File: config.mk
export PLATFORM = sky130hd
export DESIGN_NAME = pipe_hazard_ctrl
export DESIGN_NICKNAME = d
export VERILOG_FILES = /design/src/rtl/pipe_hazard_ctrl.sv
export SDC_FILE = /design/constraint.sdc
export NUM_CORES = 1
export LEC_CHECK = 0
export CORE_MARGIN = 2
export CORE_UTILIZATION = 28
export CTS_BUF_LIST = sky130_fd_sc_hd__clkbuf_8
export CTS_CLUSTER_DIAMETER = 60
export DETAILED_ROUTE_END_ITERATION = 7
export HOLD_SLACK_MARGIN = 0.03
export PLACE_DENSITY_LB_ADDON = 0.2
export SLEW_MARGIN = 20
export SYNTH_ARGS = -nofsm -noshare
export SYNTH_HDL_FRONTEND = slang
export SYNTH_SLANG_ARGS = --single-unit
File: constraint.sdc
create_clock -name clk -period 2.2 [get_ports clk]
set_clock_uncertainty 0.15 [all_clocks]
set_input_delay 0.33 -clock clk [delete_from_list [all_inputs] [get_ports clk]]
set_output_delay 0.33 -clock clk [all_outputs]
set_load 0.05 [all_outputs]
File: src/rtl/pipe_hazard_ctrl.sv
// Hazard/forwarding controller for the 5-stage miniRV pipeline: EX>MEM>WB forwarding,
// load-use stall, branch flush and a wait-state FSM for multicycle DRAM. Perf counters under `HZ_PERF_EN.
module pipe_hazard_ctrl #(
  parameter int unsigned XLEN    = 32,
  parameter int unsigned RAW     = 5,
  parameter int unsigned MEM_LAT = 0
) (
  input  logic            clk,
  input  logic            rst_n,
  input  logic            re1_id,
  input  logic            re2_id,
  input  logic [RAW-1:0]  rr1_id,
  input  logic [RAW-1:0]  rr2_id,
  input  logic            we_ex,
  input  logic            we_mem,
  input  logic            we_wb,
  input  logic [RAW-1:0]  wr_ex,
  input  logic [RAW-1:0]  wr_mem,
  input  logic [RAW-1:0]  wr_wb,
  input  logic [XLEN-1:0] wd_ex,
  input  logic [XLEN-1:0] wd_mem,
  input  logic [XLEN-1:0] wd_wb,
  input  logic            ld_ex,
  input  logic            mem_req,
  input  logic            npc_op_ex,
  output logic            stall_pc,
  output logic            stall_if_id,
  output logic            stall_id_ex,
  output logic            stall_ex_mem,
  output logic            stall_mem_wb,
  output logic            flush_if_id,
  output logic            flush_id_ex,
  output logic            flush_mem_wb,
  output logic [XLEN-1:0] rd1_f,
  output logic [XLEN-1:0] rd2_f,
  output logic            rd1_op,
  output logic            rd2_op,
  output logic [31:0]     perf_stall_cnt,
  output logic [31:0]     perf_flush_cnt
);

  // Wait counter must hold MEM_LAT; keep at least one bit so MEM_LAT=0 still elaborates.
  localparam int unsigned WCNT_W = (MEM_LAT == 0) ? 1 : $clog2(MEM_LAT + 1);
  localparam logic [WCNT_W-1:0] WCNT_MAX = WCNT_W'(MEM_LAT);
  localparam logic [WCNT_W-1:0] WCNT_ONE = WCNT_W'(1);

  typedef enum logic {
    S_IDLE = 1'b0,
    S_WAIT = 1'b1
  } state_t;

  state_t            state_q, state_d;
  logic [WCNT_W-1:0] wcnt_q, wcnt_d;
  logic              mstall;
  logic              lu;

  logic m1_ex, m1_mem, m1_wb;
  logic m2_ex, m2_mem, m2_wb;

  // Per-stage RAW matches; x0 is never a forwarding source.
  always_comb begin
    m1_ex  = re1_id && we_ex  && (wr_ex  != '0) && (wr_ex  == rr1_id);
    m1_mem = re1_id && we_mem && (wr_mem != '0) && (wr_mem == rr1_id);
    m1_wb  = re1_id && we_wb  && (wr_wb  != '0) && (wr_wb  == rr1_id);
    m2_ex  = re2_id && we_ex  && (wr_ex  != '0) && (wr_ex  == rr2_id);
    m2_mem = re2_id && we_mem && (wr_mem != '0) && (wr_mem == rr2_id);
    m2_wb  = re2_id && we_wb  && (wr_wb  != '0) && (wr_wb  == rr2_id);
    lu     = ld_ex && (m1_ex || m2_ex);
  end

  // Forwarding mux: youngest producer wins.
  always_comb begin
    rd1_op = 1'b0;
    rd1_f  = '0;
    rd2_op = 1'b0;
    rd2_f  = '0;
    if (m1_ex) begin
      rd1_op = 1'b1;
      rd1_f  = wd_ex;
    end else if (m1_mem) begin
      rd1_op = 1'b1;
      rd1_f  = wd_mem;
    end else if (m1_wb) begin
      rd1_op = 1'b1;
      rd1_f  = wd_wb;
    end
    if (m2_ex) begin
      rd2_op = 1'b1;
      rd2_f  = wd_ex;
    end else if (m2_mem) begin
      rd2_op = 1'b1;
      rd2_f  = wd_mem;
    end else if (m2_wb) begin
      rd2_op = 1'b1;
      rd2_f  = wd_wb;
    end
  end

  always_ff @(posedge clk or negedge rst_n) begin
    if (!rst_n) begin
      state_q <= S_IDLE;
      wcnt_q  <= '0;
    end else begin
      state_q <= state_d;
      wcnt_q  <= wcnt_d;
    end
  end

  // Next state plus stall/flush resolution: mstall > branch > load-use.
  always_comb begin
    state_d      = state_q;
    wcnt_d       = wcnt_q;
    stall_pc     = 1'b0;
    stall_if_id  = 1'b0;
    stall_id_ex  = 1'b0;
    stall_ex_mem = 1'b0;
    flush_if_id  = 1'b0;
    flush_id_ex  = 1'b0;
    flush_mem_wb = 1'b0;
    mstall       = mem_req && (wcnt_q != WCNT_MAX);

    case (state_q)
      S_IDLE: begin
        if (mem_req && (MEM_LAT != 0)) begin
          state_d = S_WAIT;
          wcnt_d  = WCNT_ONE;
        end
      end
      S_WAIT: begin
        if (!mem_req || (wcnt_q == WCNT_MAX)) begin
          state_d = S_IDLE;
          wcnt_d  = '0;
        end else begin
          wcnt_d = wcnt_q + WCNT_ONE;
        end
      end
      default: begin
        state_d = S_IDLE;
        wcnt_d  = '0;
      end
    endcase

    if (!rst_n) begin
      state_d = S_IDLE;
      wcnt_d  = '0;
    end else if (mstall) begin
      stall_pc     = 1'b1;
      stall_if_id  = 1'b1;
      stall_id_ex  = 1'b1;
      stall_ex_mem = 1'b1;
      flush_mem_wb = 1'b1;
    end else if (npc_op_ex) begin
      flush_if_id = 1'b1;
      flush_id_ex = 1'b1;
    end else if (lu) begin
      stall_pc    = 1'b1;
      stall_if_id = 1'b1;
      flush_id_ex = 1'b1;
    end
  end

  assign stall_mem_wb = 1'b0;

`ifdef HZ_PERF_EN
  logic [31:0] stall_cnt_q;
  logic [31:0] flush_cnt_q;

  // flush_if_id is only ever raised by a taken branch, so it doubles as the branch-flush event.
  always_ff @(posedge clk or negedge rst_n) begin
    if (!rst_n) begin
      stall_cnt_q <= '0;
      flush_cnt_q <= '0;
    end else begin
      if (stall_pc && (stall_cnt_q != 32'hFFFF_FFFF)) begin
        stall_cnt_q <= stall_cnt_q + 32'd1;
      end
      if (flush_if_id && (flush_cnt_q != 32'hFFFF_FFFF)) begin
        flush_cnt_q <= flush_cnt_q + 32'd1;
      end
    end
  end

  assign perf_stall_cnt = stall_cnt_q;
  assign perf_flush_cnt = flush_cnt_q;
`else
  assign perf_stall_cnt = 32'h0;
  assign perf_flush_cnt = 32'h0;
`endif

endmodule

==> results.ini, run 1 <==
[cts]
cts-root-to-sink-buffers=2
cts.reportedPaths.clkPinSlew_ns=0.03
cts_tree=yes
buffer_type_at_the_clock_tree_root=sky130_fd_sc_hd__clkbuf_8
clock_sink_count=2
h-tree-depth=1
cts-buffers-inserted=3
clk_latency_ns=0.21

[flow_run]
drv_cap=0

[place]
portBuffers=203
dpl.hpwl_um=10800
routabilityCongestion=0.860

[logic_synthesis]
area_of_the_mapped_netlist_um2=2800
synth_cells=464
postSynthAreaPerCell_um2=6.03
synth_cell_types=36
synthesis.yosys.warnings=0
synth-seq-cells=2
yosysSeqAreaShare_pct=1.79

[layout]
layout-area-overhead-vs-synth_pct=192
final-seq-area_um2=50.0
final_net_count=861
post_route_cells_drive_above_1_share_pct=51.4
area_occupied_by_multi_input_gates_um2=3750
finalCoreUtilization_pct=84.1
fill_cells=496

[global_routing]
grt_usage_pct=32.0
grt_start_max_net_pins=53
grt_antenna_before_repair=2
global_route_wire_length_before_repair_um=27800
grt_pass1_vias=5018
grt-ovfl-total=0

[worst_setup_path]
crit_path_max_fanout=3
launch_instance_of_the_worst_register_to_register_path=wcnt_q
criticalPathCategory=in -> out
cp-end-kind=primary output
regToRegEndpoint=state_q
critical_path_required_ns=1.72
setup.worst_path.start=wr_mem[2]
critPathLaunchType=input port
critPathArrivalTime_ns=2.31
r2r_cells=3
r2r_setup_slack_ns=0.93
setup.worst_path.end=rd2_f[9]

[route]
detailroute.via_count=4959
iteration_0_drc_markers=347
wire_per_inst_um=23.7
drc_violations_left=0
firstDrtPassIters=5
post_drt_via_cell_ratio=5.74
drtAntennaViolNets=0
routed_wl_um=20400

[floorplan]
io_pins=269
dieArea_um2=10800
die_y_um=104
die-width_um=104
floorplan.initialDensity_pct=28.8
rows=36
core_region_area_um2=9730

[sta]
finalSetupTns_ns=-34.73
rsz0062_at_grt=true
setup_ws_ns=-0.589
maxSlewViolCount=0
worst-slew-pin-transition_ns=0.595
fmax_ghz=0.359
fin_crit_sh_pct=127
setup_viol_count_final=68
min_period_ns=2.79
timing.slew.headroom_pct=60.3
final-hold-violation-count=0

[outcome]
status=complete, but fails checks
violations_in_the_final_reports=setup timing

[power_and_ir_drop]
power_density_nw_per_um2=173
power.static_leakage_nw=3.17
worst_ir_drop_vdd_mv=0.187

[min_path]
worstHoldPathType=in -> async

-- metal layers --
| layer | up-vias | routed length, um | GRT usage [%] |
|---|---|---|---|
| li1 | 2096 | - | - |
| met1 | 2422 | 6950 | 33.9 |
| met2 | 350 | 10600 | 60.0 |
| met3 | 91 | 1600 | 5.70 |
| met4 | 0 | 1300 | 16.4 |
| met5 | - | 0 | 0 |
-- area by class of cell --
cell class / instances / share of cell area, %
diodes: 3 / 0.0917
repair buffers: 307 / 50.7
flip-flops and latches: 2 / 0.612
clock buffers: 3 / 0.505
inverters: 6 / 0.275
multi-input cells: 410 / 45.8
well taps: 133 / 2.03
-- worst max-delay path, stage by stage --
cell and delay [ns]:
sky130_fd_sc_hd__buf_6 0.09, sky130_fd_sc_hd__or4_4 0.54, sky130_fd_sc_hd__nor2_4 0.14, sky130_fd_sc_hd__buf_6 0.12, sky130_fd_sc_hd__nor4_4 0.04, sky130_fd_sc_hd__buf_6 0.15, sky130_fd_sc_hd__buf_6 0.12, sky130_fd_sc_hd__or3_4 0.39
sky130_fd_sc_hd__a31oi_4 0.22, sky130_fd_sc_hd__buf_12 0.17
-- registers in the layout, indices dropped and copies added (netlist names) --
register and cells:
state_q 1, wcnt_q 1
-- stage by stage --
stage | cell area [um2] | setup slack [ns] | hold slack (ns) | power (mW) | instances
4_1_cts | 7890 | -0.621 | 0.194 | 1.31 | 851
3_3_place_gp | 6620 | -0.871 | 0.254 | 1.05 | 803
2_1_floorplan | 4000 | -0.342 | -0.116 | 0.667 | 528
5_1_grt | 8180 | -0.629 | 0.207 | 1.46 | 863
6_report | 8180 | -0.589 | 0.210 | 1.41 | 864
3_5_place_dp | 6620 | -0.900 | 0.266 | 1.06 | 803
-- Yosys cell counts (all sizes together) --
library cell | count | area share, %
o21ai | 3 | 0.54
xnor2 | 16 | 5.0
inv | 6 | 0.80
o221ai | 1 | 0.31
o2111ai | 3 | 0.94
a41o | 1 | 0.36
nand2 | 51 | 6.8
or3 | 46 | 10
o32ai | 10 | 3.1
or2 | 2 | 0.45
dfrtp | 2 | 1.8
a221o | 1 | 0.36
and3 | 1 | 0.22
a31oi | 44 | 9.8
nor2b | 1 | 0.22
mux2 | 10 | 4.0
nand3 | 46 | 8.2
nor2 | 58 | 8.0
conb | 1 | 0.13
o22ai | 1 | 0.22
xor2 | 8 | 2.5
and2 | 1 | 0.22
o32a | 10 | 3.6
nor3 | 1 | 0.18
or4 | 4 | 1.2
buf | 84 | 21
nand4 | 4 | 0.89
nor4 | 6 | 2.0
nand2b | 5 | 1.1
clkbuf | 26 | 3.5
a21oi | 11 | 2.0
-- layout by cell type (no fill, tap or decap), types with 3 or more instances in the layout --
cell type                           n
sky130_fd_sc_hd__buf_2             12
sky130_fd_sc_hd__or3_4             46
sky130_fd_sc_hd__nand2_1           48
sky130_fd_sc_hd__dlygate4sd2_1      4
sky130_fd_sc_hd__nand3_2            7
sky130_fd_sc_hd__buf_8             13
sky130_fd_sc_hd__conb_1            65
sky130_fd_sc_hd__nand2b_1           4
sky130_fd_sc_hd__o32ai_2            8
sky130_fd_sc_hd__a31oi_4           44
sky130_fd_sc_hd__nor2_1            57
sky130_fd_sc_hd__buf_4             43
sky130_fd_sc_hd__buf_12            83
sky130_fd_sc_hd__diode_2            3
sky130_fd_sc_hd__xnor2_1            3
sky130_fd_sc_hd__nand4_1            4
sky130_fd_sc_hd__a21oi_4           10
sky130_fd_sc_hd__clkdlybuf4s50_1  101
sky130_fd_sc_hd__clkbuf_8           3
sky130_fd_sc_hd__or4_4              4
sky130_fd_sc_hd__xnor2_2           11
sky130_fd_sc_hd__nor4_4             3
sky130_fd_sc_hd__buf_16            13
sky130_fd_sc_hd__buf_6             34
sky130_fd_sc_hd__mux2_4            10
sky130_fd_sc_hd__xor2_1             7
sky130_fd_sc_hd__inv_1              5
sky130_fd_sc_hd__nand3_1           39
sky130_fd_sc_hd__o32a_1            10
sky130_fd_sc_hd__bufbuf_16          3
-- logic make-up (layout without fill, tap and decap cells) --
kind of cell / count (synthesis) / in the layout / synth area share [%]
flip-flops: 2 / 2 / 1.79
other: 1 / 68 / 0.134
multiplexers: 10 / 10 / 4.02
AND/OR/NAND/NOR: 226 / 226 / 39.9
XOR/XNOR: 24 / 24 / 7.51
buffers and inverters: 116 / 316 / 25.4
AO/OA/AOI/OAI: 85 / 85 / 21.2
-- worst min path at each step --
stage	depth (start not counted)	slack [ns]	endpoint	from
2_1_floorplan	0	-0.12	state_q	rst_n
3_3_place_gp	1	0.25	wcnt_q	state_q
3_5_place_dp	1	0.27	wcnt_q	state_q
4_1_cts	1	0.19	wcnt_q	rst_n
5_1_grt	1	0.21	wcnt_q	rst_n
6_report	1	0.21	wcnt_q	rst_n
-- power by group --
| part | total (mW) | internal, mW | leakage (nW) | switching, mW |
|---|---|---|---|---|
| sequential | 0.0371 | 0.0371 | 0.0280 | 0 |
| combinational | 1.23 | 0.531 | 3.12 | 0.694 |
| clock | 0.150 | 0.116 | 0.0216 | 0.0339 |
-- timing repair --
action,in CTS,in global routing
pin swaps,104,58
gates cloned,16,3
resized for setup,237,54
hold buffers,0,0
hold endpoints to repair,0,0
setup endpoints to repair,69,69
setup buffers,30,13
Power figures use the tool's default switching activity.
==> run 2, diff against run 1 <==
--- a/config.mk
+++ b/config.mk
@@ -10,6 +10,7 @@
 export CTS_BUF_LIST = sky130_fd_sc_hd__clkbuf_8
 export CTS_CLUSTER_DIAMETER = 60
 export DETAILED_ROUTE_END_ITERATION = 7
+export GPL_ROUTABILITY_DRIVEN = 0
 export HOLD_SLACK_MARGIN = 0.03
 export PLACE_DENSITY_LB_ADDON = 0.2
 export SLEW_MARGIN = 20
==> results of run 2 <==
Same layout as run 1: the final DEF is identical, and so are final timing and power.
==> run 3, diff against run 2 <==
--- a/config.mk
+++ b/config.mk
@@ -10,7 +10,6 @@
 export CTS_BUF_LIST = sky130_fd_sc_hd__clkbuf_8
 export CTS_CLUSTER_DIAMETER = 60
 export DETAILED_ROUTE_END_ITERATION = 7
-export GPL_ROUTABILITY_DRIVEN = 0
 export HOLD_SLACK_MARGIN = 0.03
 export PLACE_DENSITY_LB_ADDON = 0.2
 export SLEW_MARGIN = 20
==> results of run 3 <==
Same layout as run 1: the final DEF is identical, and so are final timing and power.
==> patch 1, RTL diff (settings of run 2) <==
The parameter `MEM_LAT` goes from 0 to 1. Comments in the files are not updated.
--- a/src/rtl/pipe_hazard_ctrl.sv
+++ b/src/rtl/pipe_hazard_ctrl.sv
@@ -3,7 +3,7 @@
 module pipe_hazard_ctrl #(
   parameter int unsigned XLEN    = 32,
   parameter int unsigned RAW     = 5,
-  parameter int unsigned MEM_LAT = 0
+  parameter int unsigned MEM_LAT = 1
 ) (
   input  logic            clk,
   input  logic            rst_n,
Function: changed (Yosys sat finds a counterexample within 4 cycles, from zero or initial values and one cycle with rst_n low).
==> patch 1 against run 2 <==
The run still ends with negative setup slack left; routed wire length down 9.8%; fmax up 0.61%; cell area down 0.55%; sequential cell count unchanged; critical path type unchanged; synthesized area up 5.9%; cell count up 1.4%; total power up 2.9%; worst setup slack better by 0.017 ns.
==> patch 1: results (changes against run 2) <==
Setup path
  • Slowest-stage cell, CP: or4_4
  • Slowest stage delay, CP: 0.56 ns (+0.02 ns)
  • Crit path max-delay family: simple AND/OR/NAND/NOR gates
  • Arrival time worst endpoint: 2.29 ns (-0.02 ns)
  • Crit Path Max Fanout: 6 (+3)

Detailed routing
  • WL per Instance: 21.1 um (-11%)
  • Met3 routed WL: 1380 um (-14%)
  • Met1 Routed Length: 6720 um (-3.4%)
  • Drt via density: 5.46 (-4.9%)
  • DRT Pass-1 Iters: 5 (unchanged)
  • Uppermost layer routed: met4
  • Met2 routed WL: 9670 um (-8.7%)
  • Post-Route WL: 18500 um (-9.8%)
  • Iter 0 DRT Violations: 235 (-32%)

Yosys
  • Yosys warns: 0 (unchanged)
  • Area contributors post-synth: buf_4 18%, a31oi_1 11%, or3b_1 8.6%, nor2_1 7.5%, nand2_1 6.3%
  • Netlist cell types: 38 (+5.6%)
  • Synth Area in Compound Gates: 20.2% (-1.0 points)
  • Register area share after synthesis: 1.69% (-0.099 points)
  • Synth Instances: 477 (+2.8%)
  • Post-Synth XOR/XNOR Area: 7.98% (+0.47 points)
  • Post-synthesis mux area share: 3.04% (-0.98 points)
  • Commonest cells in the netlist: 70 x buf_4, 59 x nor2_1, 53 x a31oi_1

Power and ir drop
  • Psw: 749 uW (+2.8%)
  • Peak VDD IR: 0.000509 V (+170%)
  • Leakage: 0.00309 uW (-2.5%)

Place
  • Cell Area, Placed: 6760 um2 (+2.2%)
  • Worst slack at placement: -0.940 ns (-0.0400 ns)
  • Hpwl dp: 11400 um (+5.4%)
  • Placed Cells: 818 (+1.9%)

Global routing
  • Largest net degree at the start of global routing: 65 (+23%)
  • Initial antenna violation count: 0 (-2)
  • Vias in the first global route: 4841 (-3.5%)
  • Global-route usage over all layers: 29.7% (-2.3 points)
  • First-pass GRT wire length: 26900 um (-3.5%)

Timing
  • Setup_tns: -32.86 ns (+1.87 ns)
  • Final setup violation count: 69 (+1.5%)
  • Worst Slack Setup Final: -0.572 ns (+0.0168 ns)

CTS
  • Max clock buf depth: 2 (unchanged)
  • Cts bufs inserted: 3 (unchanged)
  • Worst-skew pair later-pin latency: 0.20 ns

Final layout
  • Largest regs: state_q (1), wcnt_q (1)
  • Fin nets: 873 (+1.4%)
  • Share of cells above drive strength 1: 52.7% (+1.3 points)
  • Antenna cells: 0 (-3)
  • # fillers: 667 (+34%)

Status
  • Status: finished with violations
  • Failing checks: negative setup slack

Worst hold path
  • Hold Path Class: in -> async
==> patch 1: metal layers <==
layer	vias to the layer above	global-route usage, %
li1	2123	-
met1	2329	34.6
met2	277	54.9
met3	55	4.86
met4	0	9.74
met5	-	0
==> patch 1: power by group through the flow <==
stage	Combinational [uW]	Clock, uW	Sequential, uW
finish	1270	138	40.7
detailed placement	1090	0	41.1
floorplan	672	0	40.8
global route	1320	150	41.1
CTS	1210	140	40.7
global placement	1080	0	41.0
==> patch 1: final timing paths <==
kind | from | to | slack (ns) | cells after the start
max reg2reg | wcnt_q | state_q | 1.33 | 2
min | rst_n | state_q | 0.33 | 2
max in group asynchronous | rst_n | wcnt_q | 1.47 | 2
min reg2reg | wcnt_q | wcnt_q | 0.38 | 1
max | wr_mem[2] | rd2_f[23] | -0.57 | 10
min in group clk | wcnt_q | wcnt_q | 0.38 | 1
==> patch 1: final cells by class <==
class,count,area (um2),share of cell area (%)
timing repair buffer,302,3900,47.9
inverter,5,18.8,0.231
multi-input combinational,428,3960,48.6
tap,136,170,2.09
clock buffer,3,41.3,0.507
sequential,2,50.0,0.615
==> patch 1: what timing repair did <==
item                                    CTS  global route
gates cloned                             15             1
gates resized for setup                 238            63
setup buffers                            29            17
hold buffers                              0             0
pin swaps                                76            40
endpoints found under the setup margin   69            69
endpoints found under the hold margin     0             0
==> patch 1: cell families after synthesis <==
group | count (synthesis)
simple gates | 231
buf+inv | 115
compound gates | 93
xor+xnor | 27
mux | 8
flops | 2
other cells | 1
==> patch 1: worst reg2reg max path, cell delays in order, from the launching register on <==
cell	delay (ns)
dfrtp_1	0.35
nand2_1	0.08
and3_1	0.18
==> patch 2, RTL diff (flow settings as in run 2) <==
Made on the original files. Add a define of `HZ_PERF_EN`.
--- a/src/rtl/pipe_hazard_ctrl.sv
+++ b/src/rtl/pipe_hazard_ctrl.sv
@@ -1,5 +1,7 @@
 // Hazard/forwarding controller for the 5-stage miniRV pipeline: EX>MEM>WB forwarding,
 // load-use stall, branch flush and a wait-state FSM for multicycle DRAM. Perf counters under `HZ_PERF_EN.
+`define HZ_PERF_EN
+
 module pipe_hazard_ctrl #(
   parameter int unsigned XLEN    = 32,
   parameter int unsigned RAW     = 5,
Behaviour: not the same (Yosys sat finds a counterexample within 4 cycles, from zero or initial values and one cycle with rst_n low).
==> patch 2 against run 2 <==
The run still ends with negative setup slack left; utilization shrank 12 points; die area increased by 64%; total power increased to 2.6 times the old value; sequential share of layout area grew 14 points; sequential cell count is 64 higher; synthesized area grew 67%; worst setup slack better by 0.015 ns; routed wire length increased by 19%; cell area grew 44%; critical endpoint is now rd2_f[2]; first-iteration DRC count is 50% lower.
==> patch 2: results (changes against run 2) <==
CTS
  • Cts bufs inserted: 9 (+6)
  • PostCTS Resize Cnt: 235 (-0.84%)
  • Worst-path clk slew: 0.07 ns (+0.04 ns)
  • H-tree Lvls: 3 (+2)
  • Worst-skew pair later-pin latency: 0.35 ns (+0.14 ns)

Global routing
  • Global-route usage over all layers: 25.2% (-6.8 points)
  • Vias in the first global route: 6587 (+31%)
  • Met3 global-route usage: 4.76% (-0.95 points)
  • Met1 usage: 27.9% (-6.0 points)
  • GR Util met2: 46.5% (-14 points)
  • Largest net degree at the start of global routing: 47 (-11%)
  • First-pass GRT wire length: 35600 um (+28%)

Setup path
  • Worst R2R Setup Slack: 0.01 ns (-0.92 ns)
  • CP endpoint: rd2_f[2]
  • Worst r2r src: perf_flush_cnt[9]
  • Arrival time worst endpoint: 2.29 ns (-0.02 ns)
  • Reg2reg path depth: 7 (+4)
  • Crit Path Max Fanout: 8 (+5)
  • CP startpoint: wr_mem[1]
  • Worst R2R End: perf_flush_cnt[26]

Place
  • Hpwl dp: 15600 um (+44%)
  • Port Buf Inserts: 267 (+32%)

Final layout
  • Invs w/o clock: 14 (+8)
  • # fillers: 1119 (+130%)
  • Non-clock buffers: 445 (+45%)
  • Multi-In Gates: 437 (+6.6%)
  • Clock buf count: 10 (+7)
  • Share of cells above drive strength 1: 53.0% (+1.6 points)
  • Antenna cells: 2 (-1)

Detailed routing
  • Met1 Routed Length: 9240 um (+33%)
  • Met3 routed WL: 1390 um (-13%)
  • Iter 0 DRT Violations: 172 (-50%)
  • WL per Instance: 20.2 um (-14%)

Timing
  • Final setup violation count: 69 (+1.5%)
  • Worst Slack Setup Final: -0.574 ns (+0.0150 ns)
  • Final hold slack: 0.123 ns (-0.0873 ns)
  • Setup_tns: -33.68 ns (+1.05 ns)

Status
  • Failing checks: negative setup slack
  • Status: finished with violations

Yosys
  • Area contributors post-synth: dfrtp_1 35%, xnor2_1 14%, a22oi_1 7.2%, nand2_1 6.5%, nand4_1 3.9%
  • Register area share after synthesis: 35.2% (+33 points)

Power and ir drop
  • Clock Power: 992 uW (+560%)
  • Peak VDD IR: 0.000390 V (+110%)
==> patch 2: cells by family (layout without fill, tap and decap cells) <==
group / Yosys count / in the layout / synth area share, %
XOR/XNOR: 91 / 91 / 17.0
buffers and inverters: 49 / 475 / 4.62
AND/OR/NAND/NOR: 203 / 203 / 23.5
AO/OA/AOI/OAI: 138 / 138 / 18.6
adder cells (fa/ha/maj): 2 / 2 / 0.534
other: 1 / 3 / 0.0800
multiplexers: 2 / 2 / 0.480
flip-flops: 66 / 66 / 35.2
==> patch 2: stage by stage <==
step	worst slack, ns	cells	cell area (um2)	utilization, %
2_1_floorplan	-0.250	552	5810	-
3_3_place_gp	-0.832	1107	9860	59.9
3_5_place_dp	-0.863	1107	9860	59.9
4_1_cts	-0.585	1171	11300	68.5
5_1_grt	-0.665	1200	11800	71.6
6_report	-0.574	1200	11800	71.6
==> patch 2: tightest hold or removal path: stages <==
cell and delay, ns:
buf_2 0.11, buf_4 0.15, buf_4 0.49
